--- src/rtl/alu_pkg.sv ---
// Shared definitions for the FIFO_IN -> ALU input control unit.
//   - opcode encodings carried in each FIFO_IN entry
//   - FSM state encoding for in_alu_control_unit
//   - field offsets of the FIFO_IN entry {id, opcode, operand_a, operand_b}
package alu_pkg;

    localparam logic [1:0] OPC_ADD = 2'b00;
    localparam logic [1:0] OPC_SUB = 2'b01;
    localparam logic [1:0] OPC_MUL = 2'b10;
    localparam logic [1:0] OPC_ILL = 2'b11;

    localparam logic [1:0] S_IDLE     = 2'd0;
    localparam logic [1:0] S_FETCH    = 2'd1;
    localparam logic [1:0] S_DISPATCH = 2'd2;

    // Entry layout, LSB first: operand_b, operand_a, opcode, id.
    function automatic int unsigned fld_b_lsb(int unsigned data_size);
        return 0;
    endfunction

    function automatic int unsigned fld_a_lsb(int unsigned data_size);
        return data_size;
    endfunction

    function automatic int unsigned fld_opc_lsb(int unsigned data_size);
        return 2 * data_size;
    endfunction

    function automatic int unsigned fld_id_lsb(int unsigned data_size, int unsigned opc_size);
        return 2 * data_size + opc_size;
    endfunction

endpackage

--- src/rtl/in_alu_op_decode.sv ---
// Combinational opcode decoder for the input control unit.
// Ports:
//   opcode_i   - opcode field of the held FIFO_IN entry
//   add_sel_o  - operation targets the adder (ADD or SUB)
//   mul_sel_o  - operation targets the multiplier
//   sub_o      - adder should subtract
//   illegal_o  - opcode is not a defined operation; entry is dropped
module in_alu_op_decode
    import alu_pkg::*;
#(
    parameter int unsigned OPC_SIZE = 2
) (
    input  logic [OPC_SIZE-1:0] opcode_i,
    output logic                add_sel_o,
    output logic                mul_sel_o,
    output logic                sub_o,
    output logic                illegal_o
);

    always_comb begin
        add_sel_o = 1'b0;
        mul_sel_o = 1'b0;
        sub_o     = 1'b0;
        illegal_o = 1'b0;
        case (opcode_i)
            OPC_SIZE'(OPC_ADD): add_sel_o = 1'b1;
            OPC_SIZE'(OPC_SUB): begin
                add_sel_o = 1'b1;
                sub_o     = 1'b1;
            end
            OPC_SIZE'(OPC_MUL): mul_sel_o = 1'b1;
            default:            illegal_o = 1'b1;
        endcase
    end

endmodule

--- src/rtl/in_alu_control_unit.sv ---
// Input-side control unit: pops tagged operations from FIFO_IN, decodes them and
// presents operands + ID to the adder or multiplier over a valid/ready handshake.
// Illegal opcodes are dropped, pulsed on illegal_op and counted (saturating).
// Ports:
//   clk, rst          - clock, synchronous active-high reset
//   empty_f_in        - FIFO_IN empty flag
//   fifo_in_data      - FIFO_IN read data, valid the cycle after r_en_in
//   r_en_in           - FIFO_IN pop strobe
//   add_ready         - adder accepts an operation
//   mul_ready         - multiplier accepts an operation
//   a_valid_op        - operation presented to the adder
//   m_valid_op        - operation presented to the multiplier
//   op_sub            - adder mode (1 = subtract)
//   op_a, op_b, op_id - operands and transaction ID from the hold register
//   illegal_op        - one-cycle pulse when an illegal entry is dropped
//   illegal_cnt       - saturating count of dropped entries
// FIFO_IN_WIDTH must equal ID_SIZE + OPC_SIZE + 2*DATA_SIZE.
module in_alu_control_unit
    import alu_pkg::*;
#(
    parameter int unsigned DATA_SIZE     = 16,
    parameter int unsigned ID_SIZE       = 8,
    parameter int unsigned OPC_SIZE      = 2,
    parameter int unsigned FIFO_IN_WIDTH = 42,
    parameter int unsigned CNT_WIDTH     = 8
) (
    input  logic                     clk,
    input  logic                     rst,
    input  logic                     empty_f_in,
    input  logic [FIFO_IN_WIDTH-1:0] fifo_in_data,
    output logic                     r_en_in,
    input  logic                     add_ready,
    input  logic                     mul_ready,
    output logic                     a_valid_op,
    output logic                     m_valid_op,
    output logic                     op_sub,
    output logic [DATA_SIZE-1:0]     op_a,
    output logic [DATA_SIZE-1:0]     op_b,
    output logic [ID_SIZE-1:0]       op_id,
    output logic                     illegal_op,
    output logic [CNT_WIDTH-1:0]     illegal_cnt
);

    localparam int unsigned BLsb   = fld_b_lsb(DATA_SIZE);
    localparam int unsigned ALsb   = fld_a_lsb(DATA_SIZE);
    localparam int unsigned OpcLsb = fld_opc_lsb(DATA_SIZE);
    localparam int unsigned IdLsb  = fld_id_lsb(DATA_SIZE, OPC_SIZE);

    logic [1:0]           state_q, state_d;
    logic [ID_SIZE-1:0]   id_q;
    logic [OPC_SIZE-1:0]  opc_q;
    logic [DATA_SIZE-1:0] a_q, b_q;
    logic [CNT_WIDTH-1:0] cnt_q;

    logic add_sel, mul_sel, sub, illegal;
    logic done;

    in_alu_op_decode #(
        .OPC_SIZE (OPC_SIZE)
    ) u_op_decode (
        .opcode_i  (opc_q),
        .add_sel_o (add_sel),
        .mul_sel_o (mul_sel),
        .sub_o     (sub),
        .illegal_o (illegal)
    );

    always_comb begin
        state_d    = state_q;
        r_en_in    = 1'b0;
        a_valid_op = 1'b0;
        m_valid_op = 1'b0;
        op_sub     = 1'b0;
        illegal_op = 1'b0;
        done       = 1'b0;
        case (state_q)
            S_IDLE: begin
                if (!empty_f_in) begin
                    r_en_in = 1'b1;
                    state_d = S_FETCH;
                end
            end
            S_FETCH: state_d = S_DISPATCH;
            S_DISPATCH: begin
                a_valid_op = add_sel;
                m_valid_op = mul_sel;
                op_sub     = add_sel & sub;
                illegal_op = illegal;
                // Illegal entries complete unconditionally; readies of untargeted units are ignored.
                done = illegal | (add_sel & add_ready) | (mul_sel & mul_ready);
                if (done) begin
                    if (!empty_f_in) begin
                        r_en_in = 1'b1;
                        state_d = S_FETCH;
                    end else begin
                        state_d = S_IDLE;
                    end
                end
            end
            default: state_d = S_IDLE;
        endcase
        // Never pop during reset: the popped entry would be lost.
        if (rst) begin
            r_en_in = 1'b0;
        end
    end

    always_ff @(posedge clk) begin
        if (rst) begin
            state_q <= S_IDLE;
            id_q    <= '0;
            opc_q   <= '0;
            a_q     <= '0;
            b_q     <= '0;
            cnt_q   <= '0;
        end else begin
            state_q <= state_d;
            if (state_q == S_FETCH) begin
                id_q  <= fifo_in_data[IdLsb +: ID_SIZE];
                opc_q <= fifo_in_data[OpcLsb +: OPC_SIZE];
                a_q   <= fifo_in_data[ALsb +: DATA_SIZE];
                b_q   <= fifo_in_data[BLsb +: DATA_SIZE];
            end
            if (illegal_op && (cnt_q != {CNT_WIDTH{1'b1}})) begin
                cnt_q <= cnt_q + CNT_WIDTH'(1);
            end
        end
    end

    assign op_a        = a_q;
    assign op_b        = b_q;
    assign op_id       = id_q;
    assign illegal_cnt = cnt_q;

endmodule

--- config.mk ---
export PLATFORM = sky130hd
export DESIGN_NAME = in_alu_control_unit
export DESIGN_NICKNAME = d
export VERILOG_FILES = /design/src/rtl/alu_pkg.sv /design/src/rtl/in_alu_op_decode.sv /design/src/rtl/in_alu_control_unit.sv
export SDC_FILE = /design/constraint.sdc
export NUM_CORES = 1
export LEC_CHECK = 0
export CAP_MARGIN = 10
export CORE_ASPECT_RATIO = 2
export CORE_MARGIN = 1.5
export CORE_UTILIZATION = 40
export DETAILED_ROUTE_END_ITERATION = 10
export PLACE_DENSITY = 0.79
export SLEW_MARGIN = 25
export SYNTH_ARGS = -nofsm -noshare
export SYNTH_HDL_FRONTEND = slang
export SYNTH_SLANG_ARGS = --single-unit
--- constraint.sdc ---
create_clock -name clk -period 1.9 [get_ports clk]
set_input_delay 0.38 -clock clk [delete_from_list [all_inputs] [get_ports clk]]
set_output_delay 0.38 -clock clk [all_outputs]
set_load 0.1 [all_outputs]
* Yosys cells after proc, flatten, opt, wreduce, memory -nomap -nowiden
Index checks and enable logic that the tools add are counted.
** Cells by class
- Add/sub/neg operators :: 1
- $mul :: 0
- Div/mod/pow operators :: 0
- Magnitude comparators :: 0
- Equal/unequal tests :: 7
- Shift-type cells :: 0
- Mux-type cells :: 16
- Bitwise gates (word level) :: 5
- Reductions and logical operators :: 6
** Operator list (number)
- $mux W1 :: 12
- $add A8 B1 Y8 const B :: 1
- $ne A8 B8 Y1 const B :: 1
- $pmux W2 S3 :: 1
- $eq A2 B1 Y1 const B :: 2
- $eq A2 B2 Y1 const B :: 2
- $logic_not A2 Y1 :: 2
- $mux W2 :: 2
- $ne A2 B2 Y1 const B :: 2
- $and A1 B1 Y1 :: 3
- $reduce_or A3 Y1 :: 1
- $or A1 B1 Y1 :: 2
- $pmux W1 S2 :: 1
- $reduce_and A2 Y1 :: 1
- $reduce_or A2 Y1 :: 1
- $logic_and A1 B1 Y1 :: 1
** Storage, ports and cells
- Bits in registers :: 52
- Bits in latches :: 0
- Bits in writable memories :: 0
- ROM bits :: 0
- Output and inout bits :: 53
- Word-level logic and storage cells :: 41
- Memories kept :: 0

* Logic depth before layout (Yosys ltp)
Gate-level depths: netlist of the first run.
- Depth in word-level cells :: 9
- Gate-level depth with buffers :: 5
- Gate-level depth less buffers :: 4

* Cells and area by module
A second synthesis of the first run with hierarchy kept.
** Second synthesis, totals
- Cell total of the unflattened synthesis :: 249
- Area, all modules :: 2013.2 um^2
** By module, submodules not included
- in_alu_control_unit :: times used 1, cells each 245, area each 1986.9 um^2, sequential area each 1041.0 um^2
- in_alu_op_decode :: times used 1, cells each 4, area each 26.3 um^2, sequential area each 0.0 um^2

* Least setup slack after synthesis of the first run
OpenSTA, ideal clock, no wires.
- Path kind :: reg2out
- Start point :: reg state_q[1]
- End point :: out op_sub
- Arrival time :: 3689 ps
- Required time :: 1520 ps
- Setup slack :: -2169 ps
- Stages on the path, launching flop included :: 3
- Path through :: dfxtp_1 nor3b_1 and2_1
** On the way
- Word-level cells in the longest chain between the ends :: 2
** Ends and longest elaborated chain
- start: declaration :: RTL line in_alu_control_unit.sv:49 : logic [1:0] state_q, state_d;
- start signal: assignment :: RTL line in_alu_control_unit.sv:117 : state_q <= state_d;
- $eq A2 B2 Y1 :: RTL line in_alu_control_unit.sv:76 : case (state_q)
- $mux W1 :: RTL line in_alu_control_unit.sv:76
- end: declaration :: RTL line in_alu_control_unit.sv:36 : output logic op_sub,
Every way passes these cells.

* Final worst setup path of the first run
- Start point :: in mul_ready
- End point :: out r_en_in
** On the way
- Word-level cells in the longest chain between the ends :: 5
** Ends and longest elaborated chain
- start: declaration :: RTL line in_alu_control_unit.sv:33 : input logic mul_ready,
- $and A1 B1 Y1 :: RTL line in_alu_control_unit.sv:90 : done = illegal | (add_sel & add_ready) | (mul_sel & mul_ready);
- $or A1 B1 Y1 :: RTL line in_alu_control_unit.sv:90
- $mux W1 :: RTL line in_alu_control_unit.sv:91 : if (done) begin
- $pmux W1 S2 :: RTL line in_alu_control_unit.sv:76
- $mux W1 :: RTL line in_alu_control_unit.sv:103 : if (rst) begin
- end: declaration :: RTL line in_alu_control_unit.sv:31 : output logic r_en_in,
Every way passes these cells.

==> out/results.txt, run 1 <==
Outcome = finished, final reports clean
Area growth from synthesis to layout = 57.48%
Worst skew pair latency = 0.29 ns
Congestion Overflow GR = 0
Seq/Total Area, Yosys = 0.5061
Vias = 1968
Slew margin rel. = 0.6354
Final Hold Viols = 0
H-tree lvl count = 2
Non-Filler Instances = 401
RR Endpoint = illegal_cnt[0]$_SDFFE_PP0P_
Syn_area_per_cell = 8.328 sq um
R2r setup slk = 0.37 ns
Cells after Synth = 247
Warnings from Yosys = 0
Via density per instance = 4.908
Initial antenna violation count = 0
TritonCTS clock tree = yes
Final worst-path cycle share = 0.9791
Die W = 53.71 um
Worst-path fanout max = 3
Pwr Density = 751.5 nW/um^2
Reg2Reg Depth = 4
Power Total = 0.002434 W
GR Util All Layers = 0.1999
Post-route DRC violation count = 0
CP Data Arrival Time = 1.48 ns
Hold path startpoint = rst
Initial DRC Count = 25
DRT antenna net count = 0
Reg2Reg Launch Point = illegal_cnt[0]$_SDFFE_PP0P_
Post-synth EDFFs = 0
Layout Skew = 0.009759 ns
Gp weighted congestion = 0.7649
Max frequency = 537.5 MHz
P_leak = 1.286 nW
CTS sink count = 52
Library cells used by synthesis = 36
Area after DPL = 3142 sq um
Synth Flop Type = dfxtp_1
DP HPWL = 3896 um
Root Buffer = clkbuf_8
Die Ht = 104.4 um
Cell Area, Synth = 2057 sq um
Final min period = 1.860 ns
Crit path launch type = input port
Hold Path Sink = state_q[0]$_SDFFE_PP0P_
Hold path depth = 3
First-pass GRT wire length = 8618 um
Max Slew Vio Count = 0
CP endpoint kind = output pin
RSZ-0062 raised after global routing = false
Reg clk slew, reported paths = 0.09 ns
Row count = 36
Vias in the first global route = 1944
Ant. Diodes = 0
Final WL = 5235 um
Peak supply drop = 0.7506 mV
Initial Util = 0.4190
Post-synth ARST share = 0
Worst min-delay path class = in -> reg
Clk buf depth = 2
Cells after DPL = 394
Required time of the critical path = 1.52 ns
#FFs+latches synth = 52
Num ports = 100
Endpoints failing setup = 0
Largest net degree at the start of global routing = 54
Max Cap Viol = 0
Syn_nets = 295
Fin area = 3239 sq um
Post-layout util = 0.6598
Worst Tran Pin Value = 0.5469 ns
Cts bufs inserted = 5
Core area = 4910 sq um
Share of cells above drive strength 1 = 0.2558
Pre-antenna DRT Iters = 4
Final net count = 392
Crit Path Class = in -> out
WL per Instance = 13.05 um
Port-buffer cells = 99
DIE AREA = 5608 sq um
==> area by class of cell <==
class	instances	area [sq um]
Fill cell	417	1670
Timing Repair Buffer	107	1075
Sequential cell	52	1051
Multi-Input combinational cell	175	934.6
Clock buffer	6	82.58
Tap cell	57	71.32
Inverter	3	16.27
Clock inverter	1	8.758
==> worst max-delay path: stages <==
cell	delay, ns
clkdlybuf4s50_1	0.46
o21ai_0	0.07
buf_4	0.16
a31oi_4	0.21
buf_12	0.20
==> Yosys cell counts, types with 2 or more instances <==
| cell type | number | area [sq um] |
|---|---|---|
| a2111oi_0 | 2 | 17.52 |
| a21oi_1 | 46 | 230.2 |
| a311oi_1 | 2 | 17.52 |
| a31oi_1 | 3 | 18.77 |
| a41oi_1 | 2 | 17.52 |
| and2_1 | 3 | 18.77 |
| buf_2 | 5 | 25.02 |
| buf_4 | 5 | 37.54 |
| clkbuf_1 | 4 | 15.01 |
| clkbuf_8 | 2 | 27.53 |
| dfxtp_1 | 52 | 1041 |
| inv_1 | 2 | 7.510 |
| nand2_1 | 87 | 326.6 |
| nand2b_1 | 4 | 25.02 |
| nor2_1 | 2 | 7.510 |
| nor2b_1 | 4 | 25.02 |
| nor3_1 | 3 | 15.01 |
==> cells by family after synthesis <==
group | after synthesis | synth area share
AND/OR/NAND/NOR | 112 | 0.2445
multiplexers | 2 | 0.01034
AO/OA/AOI/OAI | 60 | 0.1703
buffers and inverters | 20 | 0.06266
flip-flops | 52 | 0.5061
adder cells (fa/ha/maj) | 1 | 0.006082
==> stage by stage <==
stage / hold WS (ns) / worst slack (ns) / setup TNS [ns]
2_1_floorplan: 0.5052 / -0.2712 / -0.2712
3_3_place_gp: 0.4423 / -0.06306 / -0.06306
3_5_place_dp: 0.4469 / -0.06591 / -0.06591
4_1_cts: 0.3904 / 0.007814 / 0
5_1_grt: 0.4098 / 0.001125 / 0
6_report: 0.4072 / 0.03962 / 0
==> report_power, final <==
group          switching (W)  internal (W)  total, W
combinational       0.000440      0.000194  0.000634
clock               0.000344      0.000291  0.000636
sequential         0.0000288       0.00114   0.00116
total               0.000814       0.00162   0.00243
==> layer usage <==
| metal | part of all wire | vias up | GRT usage |
|---|---|---|---|
| met1 | 0.35 | 884 | 0.2007 |
| met3 | 0.049 | 6 | 0.05172 |
| met5 | 0 | - | 0 |
| met4 | 0.015 | 0 | 0.06777 |
| li1 | - | 1018 | - |
| met2 | 0.58 | 60 | 0.3676 |
==> cells in the final DEF, fill, tap and decap left out, types with 2 or more instances in the layout <==
cell             netlist  final
a2111oi_0              2      2
a21oi_1               46     46
a311oi_1               2      2
a31oi_1                3      2
a41oi_1                2      2
and2_1                 3      2
buf_12                 0     13
buf_4                  5     48
clkbuf_8               2      6
clkdlybuf4s50_1        0     44
clkinv_4               1      2
dfxtp_1               52     44
dfxtp_2                0      8
inv_1                  2      2
nand2_1               87     87
nand2b_1               4      4
nor2_1                 2      2
nor2b_1                4      3
nor3_1                 3      2
==> worst max-delay path by stage <==
| stage | from | cells after the start | to | slack (ns) |
|---|---|---|---|---|
| after floorplan | state_q[1]$_SDFFE_PP0P_ | 2 | op_sub | -0.27 |
| after global placement | empty_f_in | 4 | r_en_in | -0.06 |
| after detailed placement | empty_f_in | 4 | r_en_in | -0.07 |
| after CTS | opc_q[0]$_SDFFE_PP0N_ | 4 | r_en_in | 0.008 |
| after global routing | mul_ready | 5 | r_en_in | 0.001 |
| final | mul_ready | 5 | r_en_in | 0.04 |
==> state kept, by name (all words and copies together) (netlist names) <==
register,flops
illegal_cnt,8
op_a,16
op_b,16
op_id,8
opc_q,2
state_q,2
==> timing repair <==
item / CTS / global route
pin swaps: 1 / 0
gates resized for setup: 3 / 1
setup buffers: 0 / 0
hold buffers: 0 / 0
endpoints found under the setup margin: 1 / 1
Note: power is estimated with default switching activity, not from simulation.
==> run 2: changes to the inputs <==
PLACE_DENSITY = 0.8   (was 0.79)
SYNTH_HIERARCHICAL = 1   (was not set)
==> run 2 against run 1 <==
Net effect: clock power up 26%; hold slack better by 0.050 ns; clock-buffer cell count is 1 higher; global-route usage is 0.91 points lower; critical path type is now reg -> out; largest power group unchanged; highest routed layer unchanged.
==> out/results.txt, run 2 <==
CTS Hold Bufs = 0 (unchanged)
Required time of the critical path = 1.52 ns (about the same)
Post-layout util = 0.6623 (+0.002508)
Reg clk slew, reported paths = 0.09 ns (about the same)
CP Data Arrival Time = 1.44 ns (-0.04 ns)
Initial Util = 0.4138 (-0.005123)
Worst min-delay path class = reg -> reg
Post-synth EDFFs = 0 (unchanged)
Max Slew Vio Count = 0 (unchanged)
WL per Instance = 12.72 um (-2.6%)
Reg2Reg Launch Point = illegal_cnt[0]$_SDFFE_PP0P_
Crit path launch type = flip-flop
Power Total = 0.002594 W (+6.6%)
Final min period = 1.822 ns (-0.03807 ns)
Synth cell count leaders = nand2_1, dfxtp_1, a21oi_1
Hold path startpoint = op_a[3]$_SDFFE_PP0N_
Worst-path fanout max = 4 (+1)
DP HPWL = 3890 um (-0.16%)
CTS sink count = 52 (unchanged)
Clk buf depth = 2 (unchanged)
First-pass GRT wire length = 7969 um (-7.5%)
CP max-delay cell = dfxtp_2
R2r setup slk = 0.45 ns (+0.08 ns)
FF+latch area = 1051 sq um (unchanged)
Area growth from synthesis to layout = 60.04%
Final net count = 393 (+0.26%)
TritonCTS clock tree = yes
Synth area leader = dfxtp_1
Crit Path Class = reg -> out
Syn_nets = 297 (+0.68%)
GR Util All Layers = 0.1908 (-0.009135)
Slew margin rel. = 0.6554 (+0.01996)
Area taken by multi-input logic gates = 922.1 sq um (-1.3%)
Worst path cell trace = and2_4 -> nand2b_4 -> a221oi_4 -> nor4_4 -> buf_12
Family with the most delay on the worst path = simple AND/OR/NAND/NOR gates
Max Cap Viol = 0 (unchanged)
Hold Path Sink = op_a[3]$_SDFFE_PP0N_
Gp weighted congestion = 0.6898 (-9.8%)
Layout fillers = 420 (+0.72%)
Pwr Density = 805.2 nW/um^2 (+7.1%)
Pre-antenna DRT Iters = 4 (unchanged)
Top-count cell post-synth = nand2_1
Layout Skew = 0.004889 ns (-0.004870 ns)
Outcome = finished, final reports clean
Most common cell after layout, fill and taps aside = nand2_1
Die Ht = 103.3 um (-1.0%)
Most frequent cells in the layout = nand2_1, buf_4, a21oi_1, clkdlybuf4s50_1, dfxtp_1
DRT antenna net count = 0 (unchanged)
Share of cells above drive strength 1 = 0.2457 (-0.01015)
Endpoints failing setup = 0 (unchanged)
Peak supply drop = 0.8767 mV (+17%)
Vias = 1969 (+0.051%)
Final worst-path cycle share = 0.9591 (-0.02004)
Root Buffer = clkbuf_8
Seq/Total Area, Yosys = 0.5171 (+0.01101)
RR Endpoint = illegal_cnt[0]$_SDFFE_PP0P_
Port-buffer cells = 99 (unchanged)
Initial antenna violation count = 0 (unchanged)
Post-route setup slack = 0.07768 ns (+0.03807 ns)
Buf+Inv Stages, Crit Path = 1 (-2)
Ant. Diodes = 0 (unchanged)
Worst Tran Pin Value = 0.5169 ns (-0.02993 ns)
RSZ-0062 raised after global routing = false
Core area = 4865 sq um (-0.92%)
Yosys top cell area share = 0.5171 (+0.01101)
Worst skew pair latency = 0.29 ns (about the same)
Hold path depth = 2 (-1)
Final Hold Viols = 0 (unchanged)
Max frequency = 548.8 MHz (+2.1%)
Via density per instance = 4.886 (-0.45%)
Critical Path Stages = 5 (unchanged)
P_leak = 1.335 nW (+3.8%)
Cells after DPL = 395 (+0.25%)
Die W = 53.17 um (-1.0%)
Critical path's largest stage delay = 0.34 ns (-0.12 ns)
Largest cells by area after synthesis = dfxtp_1, nand2_1, a21oi_1
DIE AREA = 5494 sq um (-2.0%)
Aggregate negative setup slack = 0 ns (unchanged)
Library cells used by synthesis = 31 (-14%)
Reg2Reg Depth = 5 (+1)
Largest net degree at the start of global routing = 53 (-1.9%)
Post-route DRC violation count = 0 (unchanged)
H-tree lvl count = 2 (unchanged)
Syn_area_per_cell = 8.085 sq um (-2.9%)
Cells after Synth = 249 (+0.81%)
Post-synth ARST share = 0 (unchanged)
Cts bufs inserted = 5 (unchanged)
Non-Filler Instances = 403 (+0.50%)
#FFs+latches synth = 52 (unchanged)
Row count = 36 (unchanged)
Setup WS pre-CTS = 0.08508 ns (+0.1510 ns)
Congestion Overflow GR = 0 (unchanged)
CP endpoint kind = output pin
Num ports = 100 (unchanged)
Cell Area, Synth = 2013 sq um (-2.1%)
Post-CTS Setup Repair Bufs = 0 (unchanged)
Warnings from Yosys = 6 (+6)
Vias in the first global route = 1880 (-3.3%)
Initial DRC Count = 35 (+40%)
Final WL = 5125 um (-2.1%)
Synth Flop Type = dfxtp_1
## run 2: cell types whose count changed after synthesis, sizes merged, moves of 2 or more
cell | before | now
nand3 | 0 | 4
o21bai | 0 | 2
a2111oi | 2 | 0
a41oi | 3 | 0
and2b | 0 | 2
nor2b | 4 | 2
nand2 | 87 | 89
nor2 | 2 | 6
xnor2 | 0 | 2
nor3 | 3 | 1
## run 2: report_power, final
group / switching [W] / internal (W) / leakage (nW)
Clock: 0.000337 / 0.000465 / 0.0645
Combinational: 0.000437 / 0.000192 / 0.844
Sequential: 0.0000282 / 0.00114 / 0.427
## run 2: cell type report
class | count | area share
sequential | 52 | 0.3262
timing repair buffer | 106 | 0.3239
multi-input combinational | 178 | 0.2862
clock buffer | 7 | 0.02990
tap | 57 | 0.02214
clock inverter | 1 | 0.009320
inverter | 2 | 0.002330
## run 2: worst max-delay path by stage
stage / startpoint / to
CTS: opc_q[0]$_SDFFE_PP0N_ / r_en_in
floorplan: rst / r_en_in
finish: opc_q[0]$_SDFFE_PP0N_ / r_en_in
detailed placement: add_ready / r_en_in
global placement: add_ready / r_en_in
global route: opc_q[0]$_SDFFE_PP0N_ / r_en_in
## run 2: worst reg2reg max path: cells and delay by family (launching register included)
kind	cells	cell delay, ns
and+or+nand+nor	2	0.36
DFF	1	0.41
xor gates and xnor gates	1	0.15
adders and majority gates	1	0.24
AOI/OAI and AO/OA	1	0.17
## run 2: metrics by stage
stage / instance area, sq um / hold slack (ns)
finish: 3222 / 0.4569
floorplan: 2054 / 0.4487
global placement: 3072 / 0.4428
CTS: 3218 / 0.4596
detailed placement: 3072 / 0.4470
global route: 3222 / 0.4743
## run 2: cell families after synthesis
| logic type | synth area share |
|---|---|
| fa+ha+maj | 0.006214 |
| xor+xnor | 0.01305 |
| compound gates | 0.1504 |
| simple gates | 0.2660 |
| mux | 0.004972 |
| flops | 0.5171 |
| buf+inv | 0.04226 |
## run 2: what timing repair did
item,4_1_cts,5_1_grt
gates cloned,0,0
resized for setup,3,3
endpoints found under the setup margin,1,4
pin swaps,0,1
## run 2: layer usage
metal	up-vias	track usage	wire length [um]
met3	10	0.03448	250
met4	0	0.07298	113
met1	881	0.1765	1795
li1	1008	-	-
met5	-	0	0
met2	70	0.3856	2966
